--- config.mk ---
export PLATFORM = sky130hd
export DESIGN_NAME = lc3b_wb_buffer_flat
export DESIGN_NICKNAME = d
export VERILOG_FILES = /design/src/rtl/lc3b_wb_buffer_pkg.sv /design/src/rtl/lc3b_wb_buffer_if.sv /design/src/rtl/lc3b_wb_cam.sv /design/src/rtl/lc3b_wb_buffer.sv /design/src/flat_wrapper.sv
export SDC_FILE = /design/constraint.sdc
export NUM_CORES = 1
export LEC_CHECK = 0
export ABC_CLOCK_PERIOD_IN_PS = 9300
export BUFFER_PORTS_ARGS = -buffer_cell sky130_fd_sc_hd__buf_2
export CORE_MARGIN = 3
export CORE_UTILIZATION = 52
export DETAILED_ROUTE_END_ITERATION = 16
export PLACE_DENSITY = 0.74
export SLEW_MARGIN = 20
export SYNTH_ARGS = -nofsm -noshare
export SYNTH_HDL_FRONTEND = slang
export SYNTH_SLANG_ARGS = --single-unit
--- constraint.sdc ---
create_clock -name clk -period 9.3 [get_ports clk]
set_input_delay 0.465 -clock clk [delete_from_list [all_inputs] [get_ports clk]]
set_output_delay 0.465 -clock clk [all_outputs]
set_load 0.02 [all_outputs]
--- src/rtl/lc3b_wb_buffer_pkg.sv ---
// Shared types and default sizes for the L1->L2 write-back buffer.
package lc3b_wb_buffer_pkg;

  localparam int unsigned LC3B_LINE_W   = 128;
  localparam int unsigned LC3B_ADDR_W   = 12;
  localparam int unsigned LC3B_WB_DEPTH = 4;

  typedef logic [LC3B_ADDR_W-1:0] lc3b_line_addr;

  typedef enum logic {
    WB_IDLE  = 1'b0,
    WB_WRITE = 1'b1
  } lc3b_wb_state;

endpackage

--- src/rtl/lc3b_wb_buffer_if.sv ---
// Eviction, lookup, L2 write and status signals of the write-back buffer.
// slave = the buffer itself; master = the L1/L2 side driving it.
interface lc3b_wb_buffer_if
  import lc3b_wb_buffer_pkg::*;
#(
  parameter int unsigned LINE_W = LC3B_LINE_W,
  parameter int unsigned ADDR_W = LC3B_ADDR_W,
  parameter int unsigned DEPTH  = LC3B_WB_DEPTH
) ();

  localparam int unsigned CW = $clog2(DEPTH + 1);

  logic              evict_valid;
  logic [ADDR_W-1:0] evict_addr;
  logic [LINE_W-1:0] evict_data;
  logic              evict_ready;
  logic [ADDR_W-1:0] lookup_addr;
  logic              lookup_hit;
  logic [LINE_W-1:0] lookup_data;
  logic              l2_write;
  logic [ADDR_W-1:0] l2_addr;
  logic [LINE_W-1:0] l2_wdata;
  logic              l2_resp;
  logic [CW-1:0]     count;
  logic              full;
  logic              empty;

  modport master (
    output evict_valid, evict_addr, evict_data, lookup_addr, l2_resp,
    input  evict_ready, lookup_hit, lookup_data, l2_write, l2_addr, l2_wdata,
           count, full, empty
  );

  modport slave (
    input  evict_valid, evict_addr, evict_data, lookup_addr, l2_resp,
    output evict_ready, lookup_hit, lookup_data, l2_write, l2_addr, l2_wdata,
           count, full, empty
  );

endinterface

--- src/rtl/lc3b_wb_cam.sv ---
// Per-entry address comparators with youngest-match select, shared by the
// lookup port and the coalesce port (which can exclude the in-flight head).
module lc3b_wb_cam
  import lc3b_wb_buffer_pkg::*;
#(
  parameter int unsigned DEPTH  = LC3B_WB_DEPTH,
  parameter int unsigned ADDR_W = LC3B_ADDR_W
) (
  input  logic [DEPTH-1:0]         i_valid,
  input  logic [ADDR_W-1:0]        i_addr [DEPTH],
  input  logic [$clog2(DEPTH)-1:0] i_head,
  input  logic [ADDR_W-1:0]        i_lookup_addr,
  output logic                     o_lookup_hit,
  output logic [$clog2(DEPTH)-1:0] o_lookup_idx,
  input  logic [ADDR_W-1:0]        i_coal_addr,
  input  logic                     i_coal_mask_head,
  output logic                     o_coal_hit,
  output logic [$clog2(DEPTH)-1:0] o_coal_idx
);

  localparam int unsigned PW = $clog2(DEPTH);

  logic [PW-1:0] w_idx;

  // Walk oldest to youngest from the head; a later match overrides an earlier one.
  always_comb begin
    o_lookup_hit = 1'b0;
    o_lookup_idx = '0;
    o_coal_hit   = 1'b0;
    o_coal_idx   = '0;
    w_idx        = i_head;
    for (int k = 0; k < DEPTH; k++) begin
      w_idx = i_head + PW'(k);
      if (i_valid[w_idx] && (i_addr[w_idx] == i_lookup_addr)) begin
        o_lookup_hit = 1'b1;
        o_lookup_idx = w_idx;
      end
      if (i_valid[w_idx] && (i_addr[w_idx] == i_coal_addr) && !(i_coal_mask_head && (k == 0))) begin
        o_coal_hit = 1'b1;
        o_coal_idx = w_idx;
      end
    end
  end

endmodule

--- src/rtl/lc3b_wb_buffer.sv ---
// DEPTH-entry write-back FIFO between L1 and L2 with same-cycle lookup.
// Optional write coalescing into queued lines: define LC3B_WB_COALESCE_EN.
module lc3b_wb_buffer
  import lc3b_wb_buffer_pkg::*;
#(
  parameter int unsigned LINE_W = LC3B_LINE_W,
  parameter int unsigned ADDR_W = LC3B_ADDR_W,
  parameter int unsigned DEPTH  = LC3B_WB_DEPTH
) (
  input logic               clk,
  input logic               rst_n,
  lc3b_wb_buffer_if.slave   bus
);

  localparam int unsigned PW = $clog2(DEPTH);
  localparam int unsigned CW = $clog2(DEPTH + 1);
  localparam logic [CW-1:0] FullCnt = CW'(DEPTH);

  logic [DEPTH-1:0]  r_valid;
  logic [ADDR_W-1:0] r_addr [DEPTH];
  logic [LINE_W-1:0] r_data [DEPTH];
  logic [PW-1:0]     r_head, r_tail;
  logic [CW-1:0]     r_count;
  lc3b_wb_state      r_state;

  lc3b_wb_state      w_state_d;
  logic [CW-1:0]     w_count_d;
  logic              w_full, w_ready, w_push_acc, w_alloc, w_pop, w_coal_match, w_coal_wr;
  logic              w_lookup_hit, w_coal_hit;
  logic [PW-1:0]     w_lookup_idx, w_coal_idx;

  lc3b_wb_cam #(
    .DEPTH  (DEPTH),
    .ADDR_W (ADDR_W)
  ) u_cam (
    .i_valid          (r_valid),
    .i_addr           (r_addr),
    .i_head           (r_head),
    .i_lookup_addr    (bus.lookup_addr),
    .o_lookup_hit     (w_lookup_hit),
    .o_lookup_idx     (w_lookup_idx),
    .i_coal_addr      (bus.evict_addr),
    .i_coal_mask_head (r_state == WB_WRITE),
    .o_coal_hit       (w_coal_hit),
    .o_coal_idx       (w_coal_idx)
  );

`ifdef LC3B_WB_COALESCE_EN
  assign w_coal_match = bus.evict_valid && w_coal_hit;
`else
  logic w_unused_coal;
  assign w_unused_coal = ^{w_coal_hit, w_coal_idx};
  assign w_coal_match  = 1'b0;
`endif

  assign w_full     = (r_count == FullCnt);
  assign w_ready    = !w_full || w_coal_match;
  assign w_push_acc = bus.evict_valid && w_ready;
  assign w_alloc    = w_push_acc && !w_coal_match;
  assign w_coal_wr  = w_push_acc && w_coal_match;
  assign w_pop      = (r_state == WB_WRITE) && bus.l2_resp;

  always_comb begin
    w_count_d = r_count;
    if (w_alloc && !w_pop) begin
      w_count_d = r_count + CW'(1);
    end else if (!w_alloc && w_pop) begin
      w_count_d = r_count - CW'(1);
    end
  end

  always_comb begin
    w_state_d = r_state;
    case (r_state)
      WB_IDLE:  if (r_count != '0) w_state_d = WB_WRITE;
      WB_WRITE: if (w_pop && (w_count_d == '0)) w_state_d = WB_IDLE;
    endcase
  end

  always_ff @(posedge clk or negedge rst_n) begin
    if (!rst_n) begin
      r_valid <= '0;
      r_head  <= '0;
      r_tail  <= '0;
      r_count <= '0;
      r_state <= WB_IDLE;
    end else begin
      r_state <= w_state_d;
      r_count <= w_count_d;
      if (w_alloc) begin
        r_valid[r_tail] <= 1'b1;
        r_tail          <= r_tail + PW'(1);
      end
      if (w_pop) begin
        r_valid[r_head] <= 1'b0;
        r_head          <= r_head + PW'(1);
      end
    end
  end

  // Payload array is qualified by r_valid, so it carries no reset.
  always_ff @(posedge clk) begin
    if (w_alloc) begin
      r_addr[r_tail] <= bus.evict_addr;
      r_data[r_tail] <= bus.evict_data;
    end else if (w_coal_wr) begin
      r_data[w_coal_idx] <= bus.evict_data;
    end
  end

  assign bus.evict_ready = w_ready;
  assign bus.lookup_hit  = w_lookup_hit;
  assign bus.lookup_data = w_lookup_hit ? r_data[w_lookup_idx] : '0;
  assign bus.l2_write    = (r_state == WB_WRITE);
  assign bus.l2_addr     = (r_state == WB_WRITE) ? r_addr[r_head] : '0;
  assign bus.l2_wdata    = (r_state == WB_WRITE) ? r_data[r_head] : '0;
  assign bus.count       = r_count;
  assign bus.full        = w_full;
  assign bus.empty       = (r_count == '0);

endmodule

--- src/flat_wrapper.sv ---
// flat-port wrapper written by rule: the top's interface ports become plain ports
module lc3b_wb_buffer_flat import lc3b_wb_buffer_pkg::*;
#(
  parameter int unsigned LINE_W = LC3B_LINE_W,
  parameter int unsigned ADDR_W = LC3B_ADDR_W,
  parameter int unsigned DEPTH  = LC3B_WB_DEPTH
)
  (clk, rst_n, bus_evict_valid, bus_evict_addr, bus_evict_data, bus_lookup_addr, bus_l2_resp, bus_evict_ready, bus_lookup_hit, bus_lookup_data, bus_l2_write, bus_l2_addr, bus_l2_wdata, bus_count, bus_full, bus_empty);
  lc3b_wb_buffer_if #(.LINE_W(LINE_W), .ADDR_W(ADDR_W), .DEPTH(DEPTH)) bus_i ();
  input logic clk;
  input logic rst_n;
  input wire logic [$bits(bus_i.evict_valid)-1:0] bus_evict_valid;
  input wire logic [$bits(bus_i.evict_addr)-1:0] bus_evict_addr;
  input wire logic [$bits(bus_i.evict_data)-1:0] bus_evict_data;
  input wire logic [$bits(bus_i.lookup_addr)-1:0] bus_lookup_addr;
  input wire logic [$bits(bus_i.l2_resp)-1:0] bus_l2_resp;
  output wire logic [$bits(bus_i.evict_ready)-1:0] bus_evict_ready;
  output wire logic [$bits(bus_i.lookup_hit)-1:0] bus_lookup_hit;
  output wire logic [$bits(bus_i.lookup_data)-1:0] bus_lookup_data;
  output wire logic [$bits(bus_i.l2_write)-1:0] bus_l2_write;
  output wire logic [$bits(bus_i.l2_addr)-1:0] bus_l2_addr;
  output wire logic [$bits(bus_i.l2_wdata)-1:0] bus_l2_wdata;
  output wire logic [$bits(bus_i.count)-1:0] bus_count;
  output wire logic [$bits(bus_i.full)-1:0] bus_full;
  output wire logic [$bits(bus_i.empty)-1:0] bus_empty;
  assign bus_i.evict_valid = bus_evict_valid;
  assign bus_i.evict_addr = bus_evict_addr;
  assign bus_i.evict_data = bus_evict_data;
  assign bus_i.lookup_addr = bus_lookup_addr;
  assign bus_i.l2_resp = bus_l2_resp;
  assign bus_evict_ready = bus_i.evict_ready;
  assign bus_lookup_hit = bus_i.lookup_hit;
  assign bus_lookup_data = bus_i.lookup_data;
  assign bus_l2_write = bus_i.l2_write;
  assign bus_l2_addr = bus_i.l2_addr;
  assign bus_l2_wdata = bus_i.l2_wdata;
  assign bus_count = bus_i.count;
  assign bus_full = bus_i.full;
  assign bus_empty = bus_i.empty;
  lc3b_wb_buffer #(.LINE_W(LINE_W), .ADDR_W(ADDR_W), .DEPTH(DEPTH)) u_core (.clk(clk), .rst_n(rst_n), .bus(bus_i));
endmodule
**After elaboration in Yosys (flattened, before gate mapping)**

Memory sizes are Yosys's and may differ from the RTL's.
Cells that the tools add are included.

- Bits of input ports: 156
- Memories kept: 1
- Bits in writable memories: 512
- Flip-flop bits (word level): 60

- Reductions and logical operators: 18
- Mux-type cells: 47
- Add/subtract/negate cells: 6
- Bitwise gates (word level): 9
- Equal/unequal tests: 5
- $lt $le $gt $ge: 13

Memories:

| name | depth | width | read ports | clocked after Yosys merged registers in | write ports | line | RTL |
|---|---|---|---|---|---|---|---|
| u_core.r_data | 4 | 128 | 2 | 0 | 1 | lc3b_wb_buffer.sv:21 | `logic [LINE_W-1:0] r_data [DEPTH];` |

Operator list:

| operator | number |
|---|---|
| 128-bit 2-to-1 mux | 2 |
| 12-bit 2-to-1 mux | 10 |
| 12-bit binary-select mux with 2-bit select | 4 |
| 48-bit bitwise mux | 1 |
| 12-bit == test | 4 |
| 12-bit demux with 2-bit select | 1 |
| 3-bit greater-or-equal comparator, second input constant | 5 |
| 2-bit by 3-bit < comparator with 1-bit output, second input constant | 5 |
| 2-bit NOT with 3-bit output | 5 |
| 1-bit 2-to-1 mux | 14 |
| 1-bit logical AND | 12 |
| 1-bit binary-select mux with 2-bit select | 4 |
| 2-bit 2-to-1 mux | 4 |
| 4-bit 2-to-1 mux | 2 |
| 3-bit logical NOT | 2 |
| 3-bit 2-to-1 mux | 2 |
| 2-bit by 1-bit adder with 2-bit output, second input constant | 2 |
| 2-bit adder, second input constant | 2 |
| 4-bit AND | 1 |
| 1-bit demux with 2-bit select | 2 |
| 2-bit by 1-bit greater-or-equal comparator with 1-bit output, second input constant | 2 |
| 4-bit NOT | 1 |
| 4-bit OR | 1 |
| 3-bit by 1-bit adder with 3-bit output, second input constant | 1 |
| 7 further kinds | 9 |

**Depth between registers and ports, before layout**

An unclocked memory read counts as a cell.

- Depth after elaboration: 12
- Gate-level depth with buffers: 21
- Gate-level depth less buffers: 11

**Cells and area by module**

A second synthesis with hierarchy kept.

- Cell total of the unflattened synthesis: 1618
- Area total of the unflattened synthesis: 29027.8 um^2

By module, submodules not included:

| module | times used | area each (um^2) | cells each | seq. area each (um^2) |
|---|---|---|---|---|
| lc3b_wb_buffer | 1 | 25752.2 | 1249 | 17116.4 |
| lc3b_wb_cam | 1 | 3275.6 | 369 | 0.0 |

**Least setup slack after synthesis**

OpenSTA, ideal clock, no wires.

- Path kind: reg2out
- Start point: register u_core.r_head[1]
- End point: output bus_lookup_data[0]
- Slack: 3.631 ns
- Data required time: 8.835 ns
- Stages on the path, launching flop included: 22
- Path buffers: 10
- Arrival time: 5.204 ns
- Cells stage by stage: dfrtp_1 buf_2 buf_1 clkbuf_1 clkbuf_1 clkbuf_1 inv_1 ha_1 buf_2 buf_6 buf_6 mux2i_1 o21ai_0 a211oi_1 o211ai_1 nor4_1 o32ai_2 a221oi_4 buf_6 buf_8 mux2i_1 o22ai_1

- Longest elaborated chain between the ends: 12
- Elaborated cells between the ends (all ways): 45

Ends and longest elaborated chain:

| item | line | RTL |
|---|---|---|
| start: declaration | lc3b_wb_buffer.sv:22 | `logic [PW-1:0] r_head, r_tail;` |
| start signal: assignment | lc3b_wb_buffer.sv:96 | `r_head <= r_head + PW'(1);` |
| 2-bit by 1-bit adder with 2-bit output / 2-bit NOT with 3-bit output (equally long branches) | lc3b_wb_cam.sv:33, lc3b_wb_cam.sv:34 |  |
| 2-bit NOT with 3-bit output / 12-bit binary-select mux with 2-bit select (equally long branches) | - |  |
| 12-bit binary-select mux with 2-bit select / 12-bit 2-to-1 mux (equally long branches) | - |  |
| 12-bit 2-to-1 mux, on equally long branches | - |  |
| 12-bit 2-to-1 mux / 12-bit == test (equally long branches) | - |  |
| 12-bit == test / 1-bit logical AND (equally long branches) | lc3b_wb_cam.sv:34 | `if (i_valid[w_idx] && (i_addr[w_idx] == i_lookup_addr)) begin` |
| 1-bit logical AND / 2-bit 2-to-1 mux (equally long branches) | lc3b_wb_cam.sv:34 |  |
| 2-bit 2-to-1 mux (3 in series) | lc3b_wb_cam.sv:34 |  |
| memory 4 x 128 bit | - |  |
| 128-bit 2-to-1 mux * | lc3b_wb_buffer.sv:113 | `assign bus.lookup_data = w_lookup_hit ? r_data[w_lookup_idx] : '0;` |
| end: declaration | flat_wrapper.sv:19 | `output wire logic [$bits(bus_i.lookup_data)-1:0] bus_lookup_data;` |

Every way passes the cells marked *; elsewhere a longest branch is shown, timed or not. The select of a mux whose other input is x is not followed.

**Final worst setup path**

- Start point: register u_core.r_head[0]
- End point: output bus_lookup_data[80]

- Elaborated cells between the ends (all ways): 45

RTL lines:

| item | line | RTL |
|---|---|---|
| 2-bit adder * | lc3b_wb_cam.sv:33 | `w_idx = i_head + PW'(k);` |
| named net u_core.u_cam.w_idx[0] | lc3b_wb_cam.sv:23 | `logic [PW-1:0] w_idx;` |
| 2-bit NOT with 3-bit output | - |  |
| 12-bit binary-select mux with 2-bit select | - |  |
| 12-bit 2-to-1 mux (2 in series) | - |  |
| 12-bit == test | lc3b_wb_cam.sv:34 |  |
| 1-bit logical AND | lc3b_wb_cam.sv:34 |  |
| 2-bit 2-to-1 mux | lc3b_wb_cam.sv:34 |  |
| memory 4 x 128 bit | - |  |
| 128-bit 2-to-1 mux * | lc3b_wb_buffer.sv:113 |  |

The timed path passes the listed nets; every way through them passes the cells marked *. The select of a mux whose other input is x is not followed.

==> impl_metrics.py <==
metrics = {
    "setup_path": {
        "crit-reg2reg-launch": "u_core.bus.l2_write",
        "rr_worst_depth": 7,
        "arrival_ns": 6.20,
        "crit_family": "buffers and inverters",
        "required_ns": 8.84,
        "endpoint": "bus_lookup_data[80]",
        "cp.depth": 14,
        "critPathKind": "reg -> out",
        "end_kind": "output port",
        "crit_slowest_cell": "dfrtp_4",
        "crit_chain": "inv_2, ha_4, mux4_2, xor2_1, nor2_1, nand2_1, nor4_1, o32ai_2, a221oi_4, buf_6, buf_12, mux2i_1, o22ai_1, buf_2",
        "reg2reg_slack_ns": 6.07,
        "critPathMaxFanout": 100,
        "worst-path-buf-inv": 4,
        "start_kind": "register",
        "reg2reg_to": "u_core.bus.l2_write",
        "crit_start": "u_core.r_head[0]",
        "cpPeakStageDelay_ns": 0.98,
    },
    "power": {
        "vdd_drop_max_mv": 0.2229,
        "switching_power_w": 0.003400,
        "leakagePower_nw": 13.07,
        "combPwrFrac_pct": 38.3,
        "switching_share_pct": 34.50,
        "p_int_w": 0.006457,
        "p_per_area_nw_per_um2": 308.9,
        "clock_power_share_pct": 23.7,
        "p_seq_share_pct": 38.0,
    },
    "clocking": {
        "cts_made_buffers": 58,
        "htreeDepth": 2,
        "path_clk_slew_ns": 0.06,
        "cts_tree": "built",
        "root_buffer": "clkbuf_16",
        "cts_sinks": 572,
        "cts_buffer_depth": 3,
        "insertion_delay_ns": 0.61,
    },
    "sta": {
        "drv_slew": 0,
        "setup_viol": 0,
        "fin_crit_sh_pct": 71.69,
        "tightest_slew_ns": 1.095,
        "rsz0062_at_grt": "no",
        "relSlewSlack_pct": 26.98,
        "setup_tns_ns": 0,
        "hold_viol_final": 0,
        "min_period_ns": 6.667,
        "fmax_ghz": 0.1500,
        "fin_worst_skew_ns": 0.01800,
    },
    "worst_hold_path": {
        "hold_path.class": "in -> reg",
    },
    "synth": {
        "netlist_area_um2": 27460,
        "avgSynthCellArea_um2": 17.25,
        "synth_edf_count": 560,
        "synth_mux_area_share_pct": 24.01,
        "synth_compound_area_share_pct": 3.923,
        "synth_simple_gate_area_share_pct": 4.310,
        "yosys.area.top_type_share_pct": 61.24,
        "synth_seq_cells": 572,
        "yosysUniqueCellTypes": 50,
        "synth_nets": 1759,
        "synthCells": 1592,
        "synth_xor_xnor_area_share_pct": 1.909,
        "synth_area_leader_cell": "edfxtp_1",
        "async_flop_share_pct": 2.098,
        "yosysSeqAreaShare_pct": 62.33,
        "synth_top_flop_cell": "edfxtp_1",
        "synth_fa_ha_area_share_pct": 0.5012,
        "ys_warn_count": 0,
        "synth_top_family_by_area": "multiplexers",
        "yosys-top-cells-area": "edfxtp_1 61%, mux4_2 14%, mux2i_1 10%",
    },
    "placed_design": {
        "numPortBuffers": 431,
        "hpwlAfterDp_um": 41290,
        "placed_area_um2": 29930,
        "gp_congestion": 0.8320,
    },
    "routing": {
        "drtPass1Iterations": 5,
        "avgViaCountPerCell": 6.106,
        "avgRoutedWirePerCell_um": 24.69,
        "ant_nets": 0,
        "drc_errors": 0,
        "vias": 16580,
        "wirelength_um": 67020,
        "drt-initial-drc-count": 1182,
    },
    "layout": {
        "fillers": 3820,
        "final_core_util_pct": 61.57,
        "area.growth.synth_to_final_pct": 16.19,
        "drive_gt1_share_pct": 35.45,
        "design_area_um2": 31910,
        "nets": 2147,
        "layout_common_cells": "560 x edfxtp_1, 431 x buf_2, 282 x mux2i_1",
        "final_common_cell": "edfxtp_1",
    },
    "grt": {
        "grt_pass1_vias": 16880,
        "grt_pass1_wl_um": 101300,
        "grt_max_degree": 101,
        "grt_use_total_pct": 23.43,
        "antenna_found_initial": 11,
        "grt_overflow_total": 0,
    },
    "status": {
        "status": "completed",
    },
    "run": {
        "drv_cap": 0,
    },
    "floorplan": {
        "fp.dieW_um": 235.8,
        "start_util_pct": 52.99,
        "fp-row-count": 83,
        "core_um2": 51820,
        "dieArea_um2": 55600,
        "pin_count": 432,
        "fp.dieH_um": 235.8,
    },
}
-- worst min-delay path by stage --
stage                              startpoint                     to  slack, ns  depth (start not counted)
final                      bus_evict_data[39]   u_core.r_data[0][39]       0.06                          1
after global routing      bus_evict_data[105]  u_core.r_data[0][105]       0.04                          1
after CTS                   bus_evict_data[8]    u_core.r_data[3][8]       0.02                          1
after detailed placement                rst_n    u_core.bus.count[2]       0.37                          1
after global placement                  rst_n    u_core.bus.count[2]       0.36                          1
after floorplan                         rst_n    u_core.bus.count[0]       0.17                          0
-- through the flow --
step	hold WS, ns	instances	setup WS [ns]	power, W
6_report	0.05991	2715	2.633	0.009857
2_1_floorplan	0.1694	1592	3.631	0.006514
3_5_place_dp	0.3717	2598	2.500	0.007591
3_3_place_gp	0.3620	2598	2.651	0.007531
5_1_grt	0.03677	2714	2.225	0.01032
4_1_cts	0.02247	2707	1.825	0.009943
-- repair_timing --
action,CTS,global route
resized for setup,0,0
hold buffers,1,0
buffers inserted,0,0
hold endpoints to repair,12,0
-- metal layers --
metal	up-vias	track usage, %	routed length, um	part of all wire (%)
met5	-	0	55	0.082
met4	8	8.204	2174	3.2
met3	127	5.425	5155	7.7
met2	652	39.06	33920	51
met1	8552	30.49	25710	38
li1	7238	-	-	-
-- sequential cells by signal, summed over array words and instances, names as in the netlist --
name,flops
u_core.bus.l2_write,1
u_core.bus.count,3
u_core.r_tail,2
u_core.r_head,2
u_core.r_addr,48
u_core.r_valid,4
u_core.r_data,512
-- synth_stat cells (6+ instances only) --
cell      instances
buf_6            22
o22ai_1         131
mux4_2          166
mux2i_1         284
ha_1             11
nand2_1          12
buf_8            12
inv_1             9
a21oi_1           6
buf_1            15
nor2_1            6
and2_1          142
edfxtp_1        560
o21ai_0           8
clkbuf_1         73
xnor2_1          43
dfrtp_1          12
xor2_1           15
-- area by class of cell --
| type | instances | area [um^2] | share of cell area, % |
|---|---|---|---|
| multi-input cells | 882 | 9573 | 30.00 |
| well taps | 680 | 850.8 | 2.667 |
| repair buffers | 456 | 2376 | 7.447 |
| diodes | 7 | 17.52 | 0.05490 |
| flip-flops and latches | 572 | 17130 | 53.68 |
| clock inverters | 30 | 335.3 | 1.051 |
| inverters | 10 | 37.54 | 0.1176 |
| clock buffers | 78 | 1588 | 4.976 |
-- power groups by stage --
stage               Clock [W]  Sequential (W)  Combinational, W
floorplan                   0         0.00369           0.00283
CTS                   0.00238         0.00375           0.00382
global placement            0         0.00375           0.00378
finish                0.00234         0.00375           0.00377
global route          0.00248         0.00381           0.00403
detailed placement          0         0.00380           0.00380
-- kinds of logic after synthesis --
kind of cell | Yosys count
DFF | 572
muxes | 451
and+or+nand+nor | 196
AOI/OAI and AO/OA | 165
buffers and inverters | 138
xor gates and xnor gates | 59
adders and majority gates | 11
Power figures use the tool's default switching activity.
